$ cat src/rtl/aes_block_packer.sv
// aes_block_packer
//   Word-serial front end for an AES-128 core. Gathers a 128-bit key and a
//   128-bit plaintext from a WORD_W-bit valid/ready stream, holds
//   encrypt_enable until the core reports round 10, captures the ciphertext
//   and replays it as a WORD_W-bit valid/ready stream, MS word first.
//
//   clk, n_rst            clock (rising edge), async active-low reset
//   flush                 synchronous abort back to LOAD with all state cleared
//   in_word/valid/ready   input stream: key words, then plaintext words
//   key_out, data_out     assembled key / plaintext to the core
//   encrypt_enable        start/hold request to the core
//   core_count            core round counter
//   core_result           core ciphertext, valid when core_count == 10
//   out_word/valid/ready  output ciphertext stream
//   done                  1-cycle pulse after the last ciphertext word is taken
//   timeout_err           1-cycle pulse when the core took too long

module aes_block_packer #(
    parameter int unsigned WORD_W         = 32,
    parameter int unsigned TIMEOUT_CYCLES = 64
) (
    input  logic              clk,
    input  logic              n_rst,
    input  logic              flush,
    input  logic [WORD_W-1:0] in_word,
    input  logic              in_valid,
    output logic              in_ready,
    output logic [127:0]      key_out,
    output logic [127:0]      data_out,
    output logic              encrypt_enable,
    input  logic [3:0]        core_count,
    input  logic [127:0]      core_result,
    output logic [WORD_W-1:0] out_word,
    output logic              out_valid,
    input  logic              out_ready,
    output logic              done,
    output logic              timeout_err
);

    localparam int unsigned NW   = 128 / WORD_W;
    localparam int unsigned WC_W = $clog2(2 * NW) + 1;
    localparam int unsigned OC_W = $clog2(NW) + 1;
    localparam int unsigned TC_W = $clog2(TIMEOUT_CYCLES) + 1;

    typedef enum logic [1:0] {LOAD, ENCRYPT, UNLOAD} state_e;

    state_e            state_q, state_d;
    logic [WC_W-1:0]   wc_q, wc_d;
    logic [OC_W-1:0]   oc_q, oc_d;
    logic [TC_W-1:0]   tc_q, tc_d;
    logic              armed_q, armed_d;
    logic [127:0]      key_q, key_d;
    logic [127:0]      data_q, data_d;
    logic [127:0]      result_q, result_d;
    logic              done_q, done_d;
    logic              timeout_q, timeout_d;
    logic              capture;

    always_ff @(posedge clk or negedge n_rst) begin
        if (!n_rst) begin
            state_q   <= LOAD;
            wc_q      <= '0;
            oc_q      <= '0;
            tc_q      <= '0;
            armed_q   <= 1'b0;
            key_q     <= '0;
            data_q    <= '0;
            result_q  <= '0;
            done_q    <= 1'b0;
            timeout_q <= 1'b0;
        end else begin
            state_q   <= state_d;
            wc_q      <= wc_d;
            oc_q      <= oc_d;
            tc_q      <= tc_d;
            armed_q   <= armed_d;
            key_q     <= key_d;
            data_q    <= data_d;
            result_q  <= result_d;
            done_q    <= done_d;
            timeout_q <= timeout_d;
        end
    end

    // armed_q only reflects earlier ENCRYPT cycles, so a round count already
    // sitting at 10 on entry (left over from the previous block) is ignored.
    assign capture = (state_q == ENCRYPT) && armed_q && (core_count == 4'd10);

    always_comb begin
        state_d   = state_q;
        wc_d      = wc_q;
        oc_d      = oc_q;
        tc_d      = tc_q;
        armed_d   = armed_q;
        key_d     = key_q;
        data_d    = data_q;
        result_d  = result_q;
        done_d    = 1'b0;
        timeout_d = 1'b0;

        unique case (state_q)
            LOAD: begin
                if (in_valid) begin
                    // Shift-in form is also valid when WORD_W == 128.
                    if (wc_q < WC_W'(NW)) key_d  = (key_q << WORD_W) | 128'(in_word);
                    else                  data_d = (data_q << WORD_W) | 128'(in_word);
                    if (wc_q == WC_W'(2 * NW - 1)) begin
                        wc_d    = '0;
                        tc_d    = '0;
                        armed_d = 1'b0;
                        state_d = ENCRYPT;
                    end else begin
                        wc_d = wc_q + 1'b1;
                    end
                end
            end
            ENCRYPT: begin
                armed_d = armed_q | (core_count != 4'd10);
                if (capture) begin
                    result_d = core_result;
                    tc_d     = '0;
                    state_d  = UNLOAD;
                end else if (tc_q == TC_W'(TIMEOUT_CYCLES - 1)) begin
                    timeout_d = 1'b1;
                    key_d     = '0;
                    data_d    = '0;
                    tc_d      = '0;
                    state_d   = LOAD;
                end else begin
                    tc_d = tc_q + 1'b1;
                end
            end
            UNLOAD: begin
                if (out_ready) begin
                    result_d = result_q << WORD_W;
                    if (oc_q == OC_W'(NW - 1)) begin
                        oc_d     = '0;
                        result_d = '0;
                        done_d   = 1'b1;
                        state_d  = LOAD;
                    end else begin
                        oc_d = oc_q + 1'b1;
                    end
                end
            end
            default: state_d = LOAD;
        endcase

        if (flush) begin
            state_d   = LOAD;
            wc_d      = '0;
            oc_d      = '0;
            tc_d      = '0;
            armed_d   = 1'b0;
            key_d     = '0;
            data_d    = '0;
            result_d  = '0;
            done_d    = 1'b0;
            timeout_d = 1'b0;
        end
    end

    assign in_ready       = (state_q == LOAD);
    assign encrypt_enable = (state_q == ENCRYPT);
    assign out_valid      = (state_q == UNLOAD);
    assign out_word       = result_q[127 -: WORD_W];
    assign key_out        = key_q;
    assign data_out       = data_q;
    assign done           = done_q;
    assign timeout_err    = timeout_q;

endmodule

$ cat config.mk
export PLATFORM = sky130hd
export DESIGN_NAME = aes_block_packer
export DESIGN_NICKNAME = d
export VERILOG_FILES = /design/src/rtl/aes_block_packer.sv
export SDC_FILE = /design/constraint.sdc
export NUM_CORES = 1
export LEC_CHECK = 0
export CORE_ASPECT_RATIO = 0.6
export CORE_UTILIZATION = 43
export CTS_CLUSTER_DIAMETER = 60
export CTS_CLUSTER_SIZE = 25
export DETAILED_ROUTE_END_ITERATION = 8
export PLACE_DENSITY = 0.73
export SLEW_MARGIN = 20
export SYNTH_ARGS = -nofsm -noshare
export SYNTH_HDL_FRONTEND = slang
export SYNTH_SLANG_ARGS = --single-unit
$ cat constraint.sdc
create_clock -name clk -period 1.8 [get_ports clk]
set_input_delay 0.36 -clock clk [delete_from_list [all_inputs] [get_ports clk]]
set_output_delay 0.36 -clock clk [all_outputs]
set_load 0.005 [all_outputs]
==> flow_summary.toml, run 1 <==
[clock_tree]
cts_tree = "yes"
cts.htree.levels = 1
worstSkewPairLatency_ns = 0.55
clockRootBuffer = "clkbuf_16"
clk_transition_reported_paths_ns = 0.11
cts_num_sinks = 403
ctsLongestPathBuffers = 3
number_of_cts_inserted_buffers = 22

[critical_path]
r2r_slack_ns = -0.20
reg2reg_to = "result_q[48]$_DFFE_PN0P_"
worstSetupPathType = "reg2reg"
crit_required_ns = 2.28
worstPathMaxFanout = 8
cp-start-kind = "flip-flop"
worst_ep_arrival_time_ns = 2.48
setup_crit_end_kind = "flip-flop"
critical_path.endpoint = "result_q[48]$_DFFE_PN0P_"
rr_startpoint = "state_q[1]$_DFFE_PN0P_"
worstRegToRegCells = 10
crit_start = "state_q[1]$_DFFE_PN0P_"

[place]
place.detailed.hpwl_mm = 34.9
detailedPlace.worstSlack_ns = -0.530
place_congestion = 0.925
dp.cells = 2175
io_buffers = 461

[logic_synthesis]
synth.net_count = 1450
netlist_instances = 1278
synth.avg_cell_area_sq_um = 12.2
synth_cell_types = 42
seq_area_frac_synth = 0.646
synthesis.yosys.warnings = 0
synth_area_sq_um = 15600
synth-seq-cells = 403

[pwr]
pwr_density_cell_nw_per_um2 = 715
seq_power_share = 0.541
static-leakage-power_uw = 0.0124
power.ir.vdd_worst_uv = 596
switching_share = 0.256
internal_power_uw = 13300
clock_power_share = 0.322
power_frac_comb = 0.137
net-switching-power_uw = 4570

[finish]
design.final.nets = 2095
area.growth.synth_to_final_pct = 60.0
fin_util = 0.706
final_cell_mix = "dfrtp_1 (399), clkdlybuf4s50_1 (281), a22o_1 (256)"
post_layout_nonfiller_instances = 2403
drive_above_1_share = 0.265
final_common_cell = "dfrtp_1"
final_layout_fill_cell_count = 2425

[global_route]
grt_use_total = 0.274
grt_pass1_vias = 13000
grt_pass1_wl_mm = 77.6
maximum_number_of_pins_on_one_net_before_global_route_repair = 66
antenna_found_initial = 4
grt_overflow_total = 0

[sta]
finalSetupViolCount = 430
setup_slack_ns = -0.198
grt_setup_unrepaired = "true"
drv_slew = 0
post-route-period-util = 1.11
max_frequency_mhz = 500
final.min_clock_period_ns = 2.00
maxSlewHeadroom = 0.645
fin_skew_ns = 0.0196
final_hold_vio_count = 0
worstMarginPinSlew_ns = 0.532

[drt]
via_count = 13700
ant_nets = 0
dr.first_iter.drc_count = 1104
via_cell_ratio = 5.68
avgRoutedWirePerCell_microns = 23.4
remaining_drc_errors = 0
dr.pass1.iters = 5
wl_mm = 56.2

[floorplanning]
fp.dieArea_sq_um = 37100
io_pins = 462
initial_utilization = 0.441
core_area_sq_um = 35400
dieHeight_microns = 150
die_x_microns = 248
rows = 53

[worst_hold_path]
hold_path.class = "in2async"

[run]
max_cap_violations = 0

[outcome]
failed_checks = "setup timing"
status = "complete, but fails checks"
==> cells by family after synthesis <==
kind of cell             count (synthesis)  synth area share
flip-flops                             403             0.646
XOR/XNOR                                 2           0.00112
buffers and inverters                  148            0.0503
AO/OA/AOI/OAI                          510             0.243
AND/OR/NAND/NOR                        212            0.0570
adder cells (fa/ha/maj)                  3           0.00240
==> state kept, by name, summed over array words and instances (netlist names), 2 cells and up <==
name,cells
wc_q,4
key_out,128
data_out,128
result_q,128
oc_q,3
state_q,2
tc_q,7
==> cell usage after synthesis (all sizes together) <==
| master | count | share of area |
|---|---|---|
| dfrtp | 403 | 0.65 |
| a22o | 256 | 0.14 |
| nand2 | 171 | 0.041 |
| o21ai | 134 | 0.043 |
| a22oi | 96 | 0.046 |
| buf | 91 | 0.037 |
| clkbuf | 52 | 0.012 |
| a21oi | 10 | 0.0032 |
| nor2 | 9 | 0.0022 |
| nand3 | 7 | 0.0022 |
| inv | 5 | 0.0012 |
| nor3 | 4 | 0.0016 |
| or3 | 4 | 0.0016 |
| a31oi | 3 | 0.0012 |
| ha | 3 | 0.0024 |
| nand2b | 3 | 0.0012 |
| o21a | 3 | 0.0014 |
| a311oi | 2 | 0.0015 |
| and3b | 2 | 0.0011 |
| nand3b | 2 | 0.00096 |
| nand4 | 2 | 0.00080 |
| nor2b | 2 | 0.00096 |
| o22ai | 2 | 0.00080 |
| or3b | 2 | 0.0011 |
| a2111oi | 1 | 0.00096 |
| a211oi | 1 | 0.00048 |
| a21o | 1 | 0.00048 |
| a32o | 1 | 0.00064 |
| and3 | 1 | 0.00040 |
| and4bb | 1 | 0.00080 |
| nor3b | 1 | 0.00048 |
| nor4 | 1 | 0.00040 |
| xnor2 | 1 | 0.00056 |
| xor2 | 1 | 0.00056 |
==> worst min path at each step <==
stage	startpoint	depth (start not counted)	endpoint	slack (ns)
5_1_grt	n_rst	2	result_q[123]$_DFFE_PN0P_	0.33
3_5_place_dp	n_rst	1	result_q[122]$_DFFE_PN0P_	0.32
4_1_cts	n_rst	2	result_q[122]$_DFFE_PN0P_	0.32
2_1_floorplan	n_rst	0	armed_q$_DFFE_PN0P_	0.06
3_3_place_gp	n_rst	1	result_q[122]$_DFFE_PN0P_	0.31
6_report	n_rst	2	result_q[122]$_DFFE_PN0P_	0.30
==> timing repair <==
action	in CTS	in global routing
pin swaps	26	88
hold buffers	1	0
endpoints found under the setup margin	531	509
resized for setup	260	302
gates cloned	10	35
endpoints found under the hold margin	33	0
buffers inserted	130	18
==> power groups by stage <==
stage / registers, uW / clock network (uW) / logic (uW)
global route: 9710 / 6170 / 2620
finish: 9670 / 5750 / 2450
CTS: 9600 / 5800 / 2000
floorplan: 9720 / 0 / 689
global placement: 9780 / 0 / 1790
detailed placement: 9790 / 0 / 1820
==> critical path: stages (launching register included) <==
cell and delay, ns:
dfrtp_2 0.45, buf_6 0.13, buf_6 0.11, and3b_2 0.23, a311oi_4 0.21, buf_6 0.22
buf_12 0.13, clkbuf_16 0.17, clkbuf_16 0.16, nand2_1 0.05, o21ai_1 0.08
==> metal layers <==
metal  global-route usage  vias to the layer above  routed length, microns
li1                     -                     5997                       -
met1                0.391                     7009                   24500
met2                0.423                      551                   25700
met3               0.0464                       99                    4010
met4               0.0939                        0                    1990
met5                    0                        -                       0
==> through the flow <==
step                      hold slack, ns  power (uW)  setup TNS, ns  cell area [sq um]
after floorplan                   0.0644       10400              0              15600
after global placement             0.308       11600        -187.08              21200
after detailed placement           0.316       11600        -183.64              21200
after CTS                          0.322       17400         -27.81              23200
after global routing               0.326       18500         -78.37              25000
final                              0.302       17900         -44.98              25000
==> layout make-up <==
cell class	instances	area (sq um)	area share
flip-flops and latches	403	10100	0.404
repair buffers	764	8040	0.322
multi-input cells	727	5540	0.222
clock buffers	25	593	0.0237
well taps	467	584	0.0234
clock inverters	8	111	0.00446
inverters	5	21.3	0.000851
diodes	4	10.0	0.000401
Power figures use the tool's default switching activity.
==> run 2: changes to the inputs <==
--- a/config.mk
+++ b/config.mk
@@ -6,11 +6,11 @@
 export NUM_CORES = 1
 export LEC_CHECK = 0
 export CORE_ASPECT_RATIO = 0.6
-export CORE_UTILIZATION = 43
+export CORE_UTILIZATION = 51
 export CTS_CLUSTER_DIAMETER = 60
 export CTS_CLUSTER_SIZE = 25
 export DETAILED_ROUTE_END_ITERATION = 8
-export PLACE_DENSITY = 0.73
+export PLACE_DENSITY = 0.81
 export SLEW_MARGIN = 20
 export SYNTH_ARGS = -nofsm -noshare
 export SYNTH_HDL_FRONTEND = slang
==> constraint.sdc (replaced) <==
create_clock -name clk -period 2.3 [get_ports clk]
set_input_delay 0.46 -clock clk [delete_from_list [all_inputs] [get_ports clk]]
set_output_delay 0.46 -clock clk [all_outputs]
set_load 0.005 [all_outputs]
==> flow_summary.toml, run 2 (synthesized netlist as in run 1, its figures left out) <==
[finish]
fin_area_sq_um = 21500
drive_above_1_share = 0.0677
final_common_cell = "clkdlybuf4s50_1"
area.growth.synth_to_final_pct = 37.7
post_layout_nonfiller_instances = 2110
final_cell_mix = "clkdlybuf4s50_1 (459), dfrtp_1 (401), a22o_1 (256)"
final_layout_fill_cell_count = 2136
design.final.nets = 1866

[drt]
dr.pass1.iters = 5
avgRoutedWirePerCell_microns = 22.1
wl_mm = 46.6
remaining_drc_errors = 0
ant_nets = 0
via_count = 12200
via_cell_ratio = 5.80
dr.first_iter.drc_count = 1185

[critical_path]
critical_path.slowest_cell = "clkdlybuf4s50_1"
crit_required_ns = 1.84
path_cells = "nor2b_4, clkdlybuf4s50_1"
cp_slowest_stage_delay_ns = 0.54
cp-start-kind = "flip-flop"
setup_crit_end_kind = "primary output"
rr_startpoint = "tc_q[0]$_DFFE_PN0P_"
worst_ep_arrival_time_ns = 1.78
crit_start = "state_q[1]$_DFFE_PN0P_"
worstPathMaxFanout = 8
worstSetupPathType = "reg2out"

[sta]
hold-worst-slack_ns = 0.429
max_frequency_mhz = 447
post-route-period-util = 0.973
drv_slew = 0
finalSetupViolCount = 0
maxSlewHeadroom = 0.665
worstMarginPinSlew_ns = 0.503
final.min_clock_period_ns = 2.24
final_hold_vio_count = 0
grt_setup_unrepaired = "false"
fin_skew_ns = 0.0136

[place]
place.detailed.hpwl_mm = 34.3
io_buffers = 461
dp.cells = 2078
place_congestion = 0.903
placedInstanceArea_sq_um = 20900

[clock_tree]
number_of_cts_inserted_buffers = 20
cts_tree = "yes"
clockRootBuffer = "clkbuf_16"
cts_num_sinks = 403
ctsLongestPathBuffers = 3
cts.htree.levels = 1
worstSkewPairLatency_ns = 0.54
clk_transition_reported_paths_ns = 0.09

[pwr]
net-switching-power_uw = 3080
internal_power_uw = 9760
static-leakage-power_uw = 0.00946
power.ir.vdd_worst_uv = 641
switching_share = 0.240
power_frac_comb = 0.108
pwr_density_cell_nw_per_um2 = 598
clock_power_share = 0.305
seq_power_share = 0.587

[outcome]
status = "completed"

[global_route]
grt_overflow_total = 0
maximum_number_of_pins_on_one_net_before_global_route_repair = 70
grt_use_total = 0.289
grt_pass1_wl_mm = 69.6
grt_pass1_vias = 11700
antenna_found_initial = 6

[floorplanning]
initial_utilization = 0.520
core_area_sq_um = 30000
dieHeight_microns = 138
rows = 49
io_pins = 462
die_x_microns = 228
fp.dieArea_sq_um = 31300

[run]
max_cap_violations = 0

[worst_hold_path]
hold_path.class = "in2async"
run 2: cell count changes in the layout (fill, tap and decap cells not counted), sizes merged:
cell           delta
buf             -198
bufbuf            -3
bufinv            -1
clkbuf           -32
clkdlybuf4s50   +178
clkinv            -1
dlygate4sd2     -175
inv               -2
run 2: metal layers:
layer	routed length (microns)	up-vias	global-route usage
li1	-	5502	-
met1	20400	6220	0.415
met2	21700	421	0.442
met3	2920	87	0.0602
met4	1590	2	0.0981
met5	11	-	0
run 2: final cells by class:
cell class,instances,area (sq um),share of cell area
antenna,4,10.0,0.000466
clock buffer,22,539,0.0251
tap,408,510,0.0237
sequential,403,10100,0.469
clock inverter,4,27.5,0.00128
timing repair buffer,537,5490,0.255
inverter,5,18.8,0.000873
multi-input combinational,727,4810,0.224
run 2: final timing paths:
path                                             endpoint  slack (ns)  depth (start not counted)
min in group clk                 result_q[24]$_DFFE_PN0P_        0.46                          3
max in group asynchronous       data_out[107]$_DFFE_PN0P_        1.07                          4
worst max-delay path                       encrypt_enable        0.06                          2
worst min-delay path              result_q[3]$_DFFE_PN0P_        0.43                          2
worst min register to register   result_q[82]$_DFFE_PN0P_        0.49                          2
worst max register to register  data_out[121]$_DFFE_PN0P_        0.14                          7
run 2: worst max-delay path, delay by kind of cell (launching register included):
family / cells / cell delay (ns)
buffers and inverters: 1 / 0.54
and+or+nand+nor: 1 / 0.23
DFF: 1 / 0.48
run 2: repair_timing:
action / in CTS / in global routing
hold endpoints to repair: 44 / 0
gates resized for setup: 3 / 1
hold buffers: 1 / 0
buffers inserted: 0 / 1
endpoints found under the setup margin: 2 / 2
gates cloned: 0 / 0
run 2: power by group through the flow:
stage                     Combinational [uW]  Sequential (uW)  Clock [uW]
after floorplan                          539             7600           0
after global placement                  1360             7660           0
after detailed placement                1400             7670           0
after CTS                               1400             7530        4010
after global routing                    1520             7570        4240
final                                   1390             7540        3920
run 2: per-stage QoR:
stage	power, uW	utilization	TNS [ns]	setup slack [ns]
floorplan	8140	-	0	0.406
global placement	9020	0.696	-23.49	-0.100
detailed placement	9070	0.696	-26.52	-0.126
CTS	12900	0.715	0	0.0152
global route	13300	0.716	0	0.00739
finish	12800	0.716	0	0.0619
